==> src/rtl/uart_hash_rx_pkg.sv <==
// ============================================================================
// uart_hash_rx_pkg : shared constants and state encoding for the hash receiver
// Revision: 1.0
// ============================================================================
`default_nettype none

package uart_hash_rx_pkg;

    localparam logic [7:0] CR        = 8'h0D;
    localparam logic [7:0] LF        = 8'h0A;
    localparam logic [7:0] RESP_OK   = "K";
    localparam logic [7:0] RESP_ERR  = "?";
    localparam logic [7:0] RESP_BUSY = "B";

    localparam logic [127:0] DEFAULT_HASH = 128'he8cd0953abdfde433dfec7faa70df7f6;

    typedef enum logic [1:0] {
        S_HEX   = 2'd0,
        S_EOL   = 2'd1,
        S_FLUSH = 2'd2
    } state_t;

endpackage

`default_nettype wire

==> src/rtl/uart_hash_rx_if.sv <==
// ============================================================================
// uart_hash_rx_if : uart byte strobes, hash commit and status-byte handshake
// Revision: 1.0
// ============================================================================
`default_nettype none

interface uart_hash_rx_if #(
    parameter int HEX_DIGITS = 32
);
    logic                    received;
    logic [7:0]              rx_byte;
    logic                    recv_error;
    logic                    lock;
    logic [4*HEX_DIGITS-1:0] hash;
    logic                    hash_valid;
    logic                    resp_valid;
    logic [7:0]              resp_byte;
    logic                    resp_ready;

    modport master (
        output received, rx_byte, recv_error, lock, resp_ready,
        input  hash, hash_valid, resp_valid, resp_byte
    );

    modport slave (
        input  received, rx_byte, recv_error, lock, resp_ready,
        output hash, hash_valid, resp_valid, resp_byte
    );
endinterface

`default_nettype wire

==> src/rtl/uart_hash_rx_hex_char_decode.sv <==
// ============================================================================
// uart_hash_rx_hex_char_decode : ASCII to {is_hex, is_eol, nibble} classifier
// Revision: 1.0
// ============================================================================
`default_nettype none

module uart_hash_rx_hex_char_decode
    import uart_hash_rx_pkg::*;
(
    input  logic [7:0] ch,
    output logic       is_hex,
    output logic       is_eol,
    output logic [3:0] nibble
);

    always_comb begin
        is_hex = 1'b0;
        nibble = 4'h0;
        is_eol = (ch == CR) || (ch == LF);
        if (ch >= "0" && ch <= "9") begin
            is_hex = 1'b1;
            nibble = ch[3:0];
        end else if ((ch >= "a" && ch <= "f") || (ch >= "A" && ch <= "F")) begin
            // low nibble of 'a'/'A' is 1, so +9 maps the letters onto 10..15
            is_hex = 1'b1;
            nibble = ch[3:0] + 4'd9;
        end
    end

endmodule

`default_nettype wire

==> src/rtl/uart_hash_rx.sv <==
// ============================================================================
// uart_hash_rx : parses a line of hex characters from the uart into the target
//                hash, commits it with a one-cycle pulse and returns a status byte
// Revision: 1.0
// ============================================================================
`default_nettype none

module uart_hash_rx #(
    parameter int                    HEX_DIGITS    = 32,
    parameter logic [4*HEX_DIGITS-1:0] DEFAULT_HASH = uart_hash_rx_pkg::DEFAULT_HASH,
    parameter int unsigned           TIMEOUT_TICKS = 100_000_000
) (
    input  logic           clk,
    input  logic           reset_n,
    uart_hash_rx_if.slave  bus
);
    import uart_hash_rx_pkg::*;

    localparam int          HASH_W = 4 * HEX_DIGITS;
    localparam int          CNT_W  = $clog2(HEX_DIGITS + 1);
    localparam logic [31:0] TO_MAX = TIMEOUT_TICKS;
    localparam logic [CNT_W-1:0] LAST_IDX = CNT_W'(HEX_DIGITS - 1);

    state_t              state, state_nxt;
    logic [CNT_W-1:0]    cnt, cnt_nxt;
    logic [HASH_W-1:0]   sreg, sreg_nxt;
    logic [31:0]         tcnt;

    logic                is_hex, is_eol;
    logic [3:0]          nibble;
    logic                strobe, bad, timeout_hit;
    logic                issue, commit;
    logic [7:0]          issue_byte;

    uart_hash_rx_hex_char_decode u_decode (
        .ch     (bus.rx_byte),
        .is_hex (is_hex),
        .is_eol (is_eol),
        .nibble (nibble)
    );

    // A framing error, alone or alongside a byte, always counts as a bad character
    assign strobe      = bus.received | bus.recv_error;
    assign bad         = bus.recv_error | ~(is_hex | is_eol);
    assign timeout_hit = (tcnt == TO_MAX);

    always_comb begin
        state_nxt  = state;
        cnt_nxt    = cnt;
        sreg_nxt   = sreg;
        issue      = 1'b0;
        issue_byte = RESP_ERR;
        commit     = 1'b0;
        if (strobe) begin
            case (state)
                S_HEX: begin
                    if (!bad && is_hex) begin
                        sreg_nxt = {sreg[HASH_W-5:0], nibble};
                        cnt_nxt  = cnt + 1'b1;
                        if (cnt == LAST_IDX) state_nxt = S_EOL;
                    end else if (!bad && is_eol) begin
                        // blank lines and the LF of CRLF are silently skipped
                        if (cnt != '0) begin
                            issue   = 1'b1;
                            cnt_nxt = '0;
                        end
                    end else begin
                        issue     = 1'b1;
                        cnt_nxt   = '0;
                        state_nxt = S_FLUSH;
                    end
                end
                S_EOL: begin
                    issue   = 1'b1;
                    cnt_nxt = '0;
                    if (!bad && is_eol) begin
                        commit     = 1'b1;
                        issue_byte = bus.lock ? RESP_BUSY : RESP_OK;
                        state_nxt  = S_HEX;
                    end else begin
                        state_nxt = S_FLUSH;
                    end
                end
                S_FLUSH: begin
                    if (!bad && is_eol) begin
                        state_nxt = S_HEX;
                        cnt_nxt   = '0;
                    end
                end
                default: begin
                    state_nxt = S_HEX;
                    cnt_nxt   = '0;
                end
            endcase
        end else if (timeout_hit && (state != S_HEX || cnt != '0)) begin
            state_nxt = S_HEX;
            cnt_nxt   = '0;
        end
    end

    always_ff @(posedge clk or negedge reset_n) begin
        if (!reset_n) begin
            state <= S_HEX;
            cnt   <= '0;
            sreg  <= '0;
            tcnt  <= '0;
        end else begin
            state <= state_nxt;
            cnt   <= cnt_nxt;
            sreg  <= sreg_nxt;
            if (strobe)           tcnt <= '0;
            else if (!timeout_hit) tcnt <= tcnt + 32'd1;
        end
    end

    always_ff @(posedge clk or negedge reset_n) begin
        if (!reset_n) begin
            bus.hash       <= DEFAULT_HASH;
            bus.hash_valid <= 1'b0;
            bus.resp_valid <= 1'b0;
            bus.resp_byte  <= RESP_OK;
        end else begin
            bus.hash_valid <= commit & ~bus.lock;
            if (commit && !bus.lock) bus.hash <= sreg;
            // a fresh status always wins over a pending or accepted one
            if (issue) begin
                bus.resp_valid <= 1'b1;
                bus.resp_byte  <= issue_byte;
            end else if (bus.resp_valid && bus.resp_ready) begin
                bus.resp_valid <= 1'b0;
            end
        end
    end

endmodule

`default_nettype wire
==> src/flat_wrapper.sv <==
// flat-port wrapper written by rule: the top's interface ports become plain ports
module uart_hash_rx_flat import uart_hash_rx_pkg::*;
#(
    parameter int                    HEX_DIGITS    = 32,
    parameter logic [4*HEX_DIGITS-1:0] DEFAULT_HASH = uart_hash_rx_pkg::DEFAULT_HASH,
    parameter int unsigned           TIMEOUT_TICKS = 100_000_000
)
  (clk, reset_n, bus_received, bus_rx_byte, bus_recv_error, bus_lock, bus_resp_ready, bus_hash, bus_hash_valid, bus_resp_valid, bus_resp_byte);
  uart_hash_rx_if #(.HEX_DIGITS(HEX_DIGITS)) bus_i ();
  input  logic clk;
  input  logic reset_n;
  input wire logic [$bits(bus_i.received)-1:0] bus_received;
  input wire logic [$bits(bus_i.rx_byte)-1:0] bus_rx_byte;
  input wire logic [$bits(bus_i.recv_error)-1:0] bus_recv_error;
  input wire logic [$bits(bus_i.lock)-1:0] bus_lock;
  input wire logic [$bits(bus_i.resp_ready)-1:0] bus_resp_ready;
  output wire logic [$bits(bus_i.hash)-1:0] bus_hash;
  output wire logic [$bits(bus_i.hash_valid)-1:0] bus_hash_valid;
  output wire logic [$bits(bus_i.resp_valid)-1:0] bus_resp_valid;
  output wire logic [$bits(bus_i.resp_byte)-1:0] bus_resp_byte;
  assign bus_i.received = bus_received;
  assign bus_i.rx_byte = bus_rx_byte;
  assign bus_i.recv_error = bus_recv_error;
  assign bus_i.lock = bus_lock;
  assign bus_i.resp_ready = bus_resp_ready;
  assign bus_hash = bus_i.hash;
  assign bus_hash_valid = bus_i.hash_valid;
  assign bus_resp_valid = bus_i.resp_valid;
  assign bus_resp_byte = bus_i.resp_byte;
  uart_hash_rx #(.HEX_DIGITS(HEX_DIGITS), .DEFAULT_HASH(DEFAULT_HASH), .TIMEOUT_TICKS(TIMEOUT_TICKS)) u_core (.clk(clk), .reset_n(reset_n), .bus(bus_i));
endmodule
==> config.mk <==
export PLATFORM = sky130hd
export DESIGN_NAME = uart_hash_rx_flat
export DESIGN_NICKNAME = d
export VERILOG_FILES = /design/src/rtl/uart_hash_rx_pkg.sv /design/src/rtl/uart_hash_rx_if.sv /design/src/rtl/uart_hash_rx_hex_char_decode.sv /design/src/rtl/uart_hash_rx.sv /design/src/flat_wrapper.sv
export SDC_FILE = /design/constraint.sdc
export NUM_CORES = 1
export LEC_CHECK = 0
export CAP_MARGIN = 5
export CORE_ASPECT_RATIO = 0.9
export CORE_MARGIN = 3
export CORE_UTILIZATION = 50
export DETAILED_ROUTE_END_ITERATION = 12
export GPL_ROUTABILITY_DRIVEN = 0
export PLACE_DENSITY = 0.76
export RECOVER_POWER = 50
export SYNTH_ARGS = -nofsm -noshare
export SYNTH_HDL_FRONTEND = slang
export SYNTH_SLANG_ARGS = --single-unit
==> constraint.sdc <==
create_clock -name clk -period 2.1 [get_ports clk]
set_clock_uncertainty 0.1 [all_clocks]
set_input_delay 0.525 -clock clk [delete_from_list [all_inputs] [get_ports clk]]
set_output_delay 0.525 -clock clk [all_outputs]
set_load 0.05 [all_outputs]
**Yosys cells after proc, flatten, opt, wreduce, memory -nomap -nowiden**

Index checks and enable logic that the tools add are counted.

- Add/subtract/negate cells: 3
- Order comparisons: 6
- Equal/unequal tests: 11
- Muxes and demuxes: 35
- Bitwise operators: 6
- Reductions and logical operators: 21

Operators by type and width:

| kind | count |
|---|---|
| $mux 32 | 2 |
| $mux 6 | 6 |
| $add 32x1->32 const B | 1 |
| $eq 32x27->1 const B | 1 |
| $mux 8 | 3 |
| $eq 8x4->1 const B | 2 |
| $ge 8x7->1 const B | 2 |
| $le 8x7->1 const B | 2 |
| $mux 2 | 7 |
| $mux 4 | 3 |
| $pmux 6 s2 | 1 |
| $mux 1 | 11 |
| $ge 8x6->1 const B | 1 |
| $le 8x6->1 const B | 1 |
| $logic_and 1x1->1 | 8 |
| $ne 4x4->1 const B | 2 |
| $add 6x1->6 const B | 1 |
| $eq 6x5->1 const B | 1 |
| $pmux 2 s3 | 1 |
| $reduce_and 3->1 | 2 |
| $reduce_bool 2->1 | 3 |
| $reduce_bool 6->1 | 1 |
| $ne 5x5->1 const B | 1 |
| $add 4x4->4 const B | 1 |
| 12 further kinds | 18 |

- Register bits after elaboration: 306
- Bits of input ports: 14

**Logic depth before layout (Yosys ltp)**

- Depth in word-level cells: 15
- Depth in mapped cells: 9
- Mapped depth without buffers: 7

**By module**

A second synthesis with hierarchy kept.

- Cell total of the unflattened synthesis: 1367
- Area total of the unflattened synthesis: 12298.0 sq um

By module, submodules not included:

| module | instances | cells an instance | area an instance (sq um) |
|---|---|---|---|
| uart_hash_rx | 1 | 1340 | 12067.8 |
| uart_hash_rx_hex_char_decode | 1 | 27 | 230.2 |

**Worst setup path after synthesis**

No wires, ideal clock.

- Path type: input -> register
- Start: in bus_rx_byte[5]
- End: reg u_core.bus.hash[101]
- Data arrival time: 2.198 ns
- Data required time: 1.873 ns
- Path slack: -0.326 ns
- Stages: 7
- Buffers on the path: 2
- Cells stage by stage: or4b_4 > nor4_2 > nand2_1 > nor2_1 > buf_4 > buf_6 > mux2_1

- Word-level cells in the longest chain between the ends: 14
- Elaborated cells between the ends (all ways): 24
- Classes of those cells: order compare: 6; eq/ne: 2; mux: 5; bitwise: 3; reduce/logical: 8

RTL lines:

| item | line | text |
|---|---|---|
| start: declaration | flat_wrapper.sv:13 | `input wire logic [$bits(bus_i.rx_byte)-1:0] bus_rx_byte;` |
| $ge 8x7->1 / $le 8x7->1 (equally long branches) | uart_hash_rx_hex_char_decode.sv:23 | `end else if ((ch >= "a" && ch <= "f") \|\| (ch >= "A" && ch <= "F")) begin` |
| $logic_and 1x1->1 | uart_hash_rx_hex_char_decode.sv:23 |  |
| $logic_or 1x1->1 | uart_hash_rx_hex_char_decode.sv:23 |  |
| $mux 1 | uart_hash_rx_hex_char_decode.sv:23 |  |
| $mux 1 | uart_hash_rx_hex_char_decode.sv:20 | `if (ch >= "0" && ch <= "9") begin` |
| $or 1x1->1 | uart_hash_rx.sv:44 | `assign bad = bus.recv_error \| ~(is_hex \| is_eol);` |
| $not 1->1 | uart_hash_rx.sv:44 |  |
| $or 1x1->1 | uart_hash_rx.sv:44 |  |
| $logic_not 1->1 | uart_hash_rx.sv:76 | `if (!bad && is_eol) begin` |
| $logic_and 1x1->1 * | uart_hash_rx.sv:76 |  |
| $mux 1 * | uart_hash_rx.sv:76 |  |
| $mux 1 * | uart_hash_rx.sv:55 | `case (state)` |
| $mux 1 * | uart_hash_rx.sv:54 | `if (strobe) begin` |
| $logic_and 1x1->1 * | uart_hash_rx.sv:124 | `if (commit && !bus.lock) bus.hash <= sreg;` |
| end signal: assignment | uart_hash_rx.sv:124 |  |
| end: declaration | uart_hash_rx_if.sv:27 | `output hash, hash_valid, resp_valid, resp_byte` |

Mark *: on every way between the ends. The rest lies on a longest branch, timed or not.
A chain may end at the register's enable or synchronous reset.

**Final worst setup path**

- Start: reg u_core.state[1]
- End: reg u_core.bus.hash[121]

- Word-level cells in the longest chain between the ends: 4

RTL lines:

| item | line | text |
|---|---|---|
| start: declaration | uart_hash_rx.sv:24 | `state_t state, state_nxt;` |
| start signal: assignment | uart_hash_rx.sv:108 | `state <= state_nxt;` |
| $eq 2x1->1 | uart_hash_rx.sv:55 |  |
| $mux 1 | uart_hash_rx.sv:55 |  |
| $mux 1 | uart_hash_rx.sv:54 |  |
| $logic_and 1x1->1 | uart_hash_rx.sv:124 |  |

Every way passes these cells.

==> metrics.md <==
| Metric | Value |
|---|---|
| Status | `complete, but fails checks` |
| Failing checks | `setup timing` |
| Final WS setup | `-0.04810 ns` |
| Ys async rst share | `1.000` |
| Worst EP required | `2.42 ns` |
| #FFs+latches synth | `301` |
| Routed len/inst | `18.58 um` |
| Post-synthesis compound-gate area fraction | `0.03103` |
| Peak supply drop | `665.9 uV` |
| Longest Clk Path Bufs | `3` |
| Yosys cell types | `51` |
| Max Clk Rate | `about 470 MHz` |
| Clk slew on worst S/H paths | `0.07 ns` |
| Adder-cell area share of the yosys netlist | `0.009126` |
| Htree depth | `1` |
| Die area | `0.02660 sq mm` |
| Period utilisation layout | `1.023` |
| Antenna Cells | `0` |
| Synthesized area per cell | `11.27 sq um` |
| Slowest cell delay on critical path | `0.39 ns` |
| Synth Instances | `1,095` |
| Post-route ant nets | `0` |
| Final hold violations | `0` |
| CP Cell Sequence | `nand2b_4 > nor4_4 > nand2_1 > nor2_4 > buf_6 > buf_12 > buf_12 > mux2_4` |
| Root buffer cell | `clkbuf_16` |
| Post-Synth Simple-Gate Area | `0.1725` |
| Ys flop type | `dfrtp_1` |
| Dpl hpwl | `~18,000 um` |
| Via count | `9,012` |
| Die outline width | `171.6 um` |
| LEAKAGE | `about 0.0083 uW` |
| CTS Sinks | `between 300 and 400` |
| Post-synthesis mux area share | `0.1176` |
| Initial antenna violation count | `0` |
| Sequential cell area | `between 0.007 and 0.008 sq mm` |
| Type of the tightest min-delay check | `input port to flip-flop` |
| Drt drc | `0` |
| Critical path endpoint category | `flip-flop` |
| Core Util, Final | `0.6982` |
| Total GRT Usage | `0.2301` |
| Initial drt markers | `525` |
| Die H | `155.0 um` |
| Std cell rows | `53` |
| Total CTS buffers | `29` |
| Post-synthesis sequential area ratio | `0.6187` |
| EDFF count, synth | `0` |
| FILL cells | `1,638` |
| CP most frequent cell | `buf_12` |
| Synth-to-Final Area Change | `34.70%` |
| Top cell type's share of synthesized area | `0.4441` |
| Core area | `0.02381 sq mm` |
| Relative slew margins | `0.2719` |
| Measured slew at the worst slew-check pin | `1.092 ns` |
| Post-Synth XOR/XNOR Area | `0.01491` |
| CTS tree | `built` |
| Maxcap violations | `0` |
| Data arrival, critical path | `2.47 ns` |
| Buffers on Ports | `149` |
| Final setup vio count | `33` |
| Multi-input logic area | `0.004908 sq mm` |
| Vias in the first global route | `approximately 9.2k` |
| Drt first pass iters | `5` |
| PwrDens | `711.4 mW/mm^2` |
| Final Critical Period | `2.148 ns` |
| Starting density of the core | `0.5183` |
| Startpoint types | `flip-flop` |
| Final Slew Violations | `0` |
| First-pass GRT wire length | `49,760 um` |
| I/O Pins | `around 150` |
| Post-Syn Nets | `1,118` |
| Mapped Area | `0.01234 sq mm` |
| Grt ovf | `0` |
| Nets@finish | `1,381` |
| Final WL | `31,270 um` |
| Most frequent cells in the layout | `nand2_1, dfrtp_1, buf_4, mux2_4, dfstp_2` |
| Synth area leaders | `dfrtp_1, dfstp_2, nand2_1` |
| Crit Path Category | `flip-flop to flip-flop` |
| Final TNS setup | `-0.5340 ns` |
| Layout cells sized above 1 | `0.3990` |
| Max stage delay cell, worst path | `dfrtp_1` |
| Synth area leader | `dfrtp_1` |
| CP max FO | `6` |
| Largest family of logic cells by synthesized area | `simple AND/OR/NAND/NOR gates` |
| Most common cell after layout, fill and taps aside | `nand2_1` |
| RSZ-0062 raised after global routing | `yes` |
| Clock Latency Late Sink | `around 0.54 ns` |
| Largest net degree at the start of global routing | `76` |
| Post-DR vias/cell | `~5.4` |
| Yosys warnings | `0` |
==> cell type report <==
class / instances / area share
flip-flops and latches: 301 / 0.4594
multi-input cells: 726 / 0.2953
repair buffers: 284 / 0.1622
clock buffers: 44 / 0.05187
well taps: 302 / 0.02273
clock inverters: 10 / 0.004893
inverters: 16 / 0.003613
==> final timing paths <==
| path | startpoint | to | slack [ns] | cells after the start |
|---|---|---|---|---|
| min in group asynchronous | reset_n | u_core.bus.hash[17]$_DFFE_PN0P_ | 0.31 | 2 |
| hold reg to reg | u_core.bus.resp_byte[6]$_DFFE_PN1P_ | u_core.bus.resp_byte[6]$_DFFE_PN1P_ | 0.38 | 2 |
| setup reg to reg | u_core.state[1]$_DFFE_PN0P_ | u_core.bus.hash[121]$_DFFE_PN0P_ | -0.05 | 8 |
| setup / recovery | u_core.state[1]$_DFFE_PN0P_ | u_core.bus.hash[121]$_DFFE_PN0P_ | -0.05 | 8 |
| max in group asynchronous | reset_n | u_core.tcnt[20]$_DFFE_PN0P_ | 0.27 | 3 |
| hold / removal | bus_rx_byte[3] | u_core.sreg[3]$_DFFE_PN0P_ | 0.26 | 3 |
==> power breakdown <==
group | internal [uW] | total (uW) | leakage (uW) | switching, uW
combinational | 288 | 703 | 0.00391 | 415
clock | 2950 | 5160 | 0.000469 | 2210
sequential | 5890 | 5960 | 0.00388 | 71.3
total | 9130 | 11800 | 0.00826 | 2690
==> registers in the layout, summed over array words and instances, names as in the netlist <==
register               cells
u_core.tcnt               32
u_core.sreg              128
u_core.bus.resp_valid      1
u_core.state               2
u_core.cnt                 6
u_core.bus.hash_valid      1
u_core.bus.resp_byte       3
u_core.bus.hash          128
==> synthesized netlist by cell type, drive strengths merged (4+ instances only) <==
library cell,count
nand2,388
dfrtp,219
mux2,128
dfstp,82
buf,49
nor2,33
o21ai,18
inv,16
nand3,16
a21oi,13
xnor2,13
nand4,12
nor4,12
nor3,10
ha,9
or3,9
xor2,8
o21a,6
and3,5
and4,5
a21o,4
a22o,4
and2,4
clkbuf,4
==> worst max-delay path: cells and delay by family, from the launching register on <==
kind / cells / cell delay, ns
buffers and inverters: 3 / 0.44
flip-flops: 1 / 0.39
multiplexers: 1 / 0.30
AND/OR/NAND/NOR: 4 / 0.80
==> cell families (layout without fill, tap and decap cells) <==
family	count (synthesis)	count (layout)
buffers and inverters	69	354
muxes	129	129
AOI/OAI and AO/OA	57	58
DFF	301	301
other	2	2
adders and majority gates	9	9
and+or+nand+nor	507	507
xor gates and xnor gates	21	21
==> through the flow <==
stage | setup WS, ns | instance area (sq um) | hold slack [ns] | instances | total power, uW
4_1_cts | -0.1555 | 16820 | 0.2317 | 1683 | 11850
3_3_place_gp | -0.8278 | 14550 | 0.2859 | 1581 | 6654
2_1_floorplan | -0.2137 | 12460 | 0.1294 | 1095 | 6314
5_1_grt | -0.1036 | 16620 | 0.2493 | 1683 | 12260
6_report | -0.04810 | 16620 | 0.2596 | 1683 | 11820
3_5_place_dp | -0.8573 | 14550 | 0.2855 | 1581 | 6670
==> metal layers <==
metal  wire length [um]  global-route usage  vias to the layer above  part of all wire
met5                  0                   0                        -                 0
met1              13920              0.3350                     4557              0.45
met2              15170              0.3738                      254              0.49
li1                   -                   -                     4148                 -
met3               1573             0.03125                       53             0.050
met4                600             0.04866                        0             0.019
==> repair_timing <==
item | CTS | global route
gates resized for setup | 179 | 33
pin swaps | 9 | 14
endpoints found under the hold margin | 19 | 0
setup endpoints to repair | 272 | 261
hold buffers | 1 | 0
cloned | 17 | 2
setup buffers | 32 | 11
(Power assumes the default switching activity.)
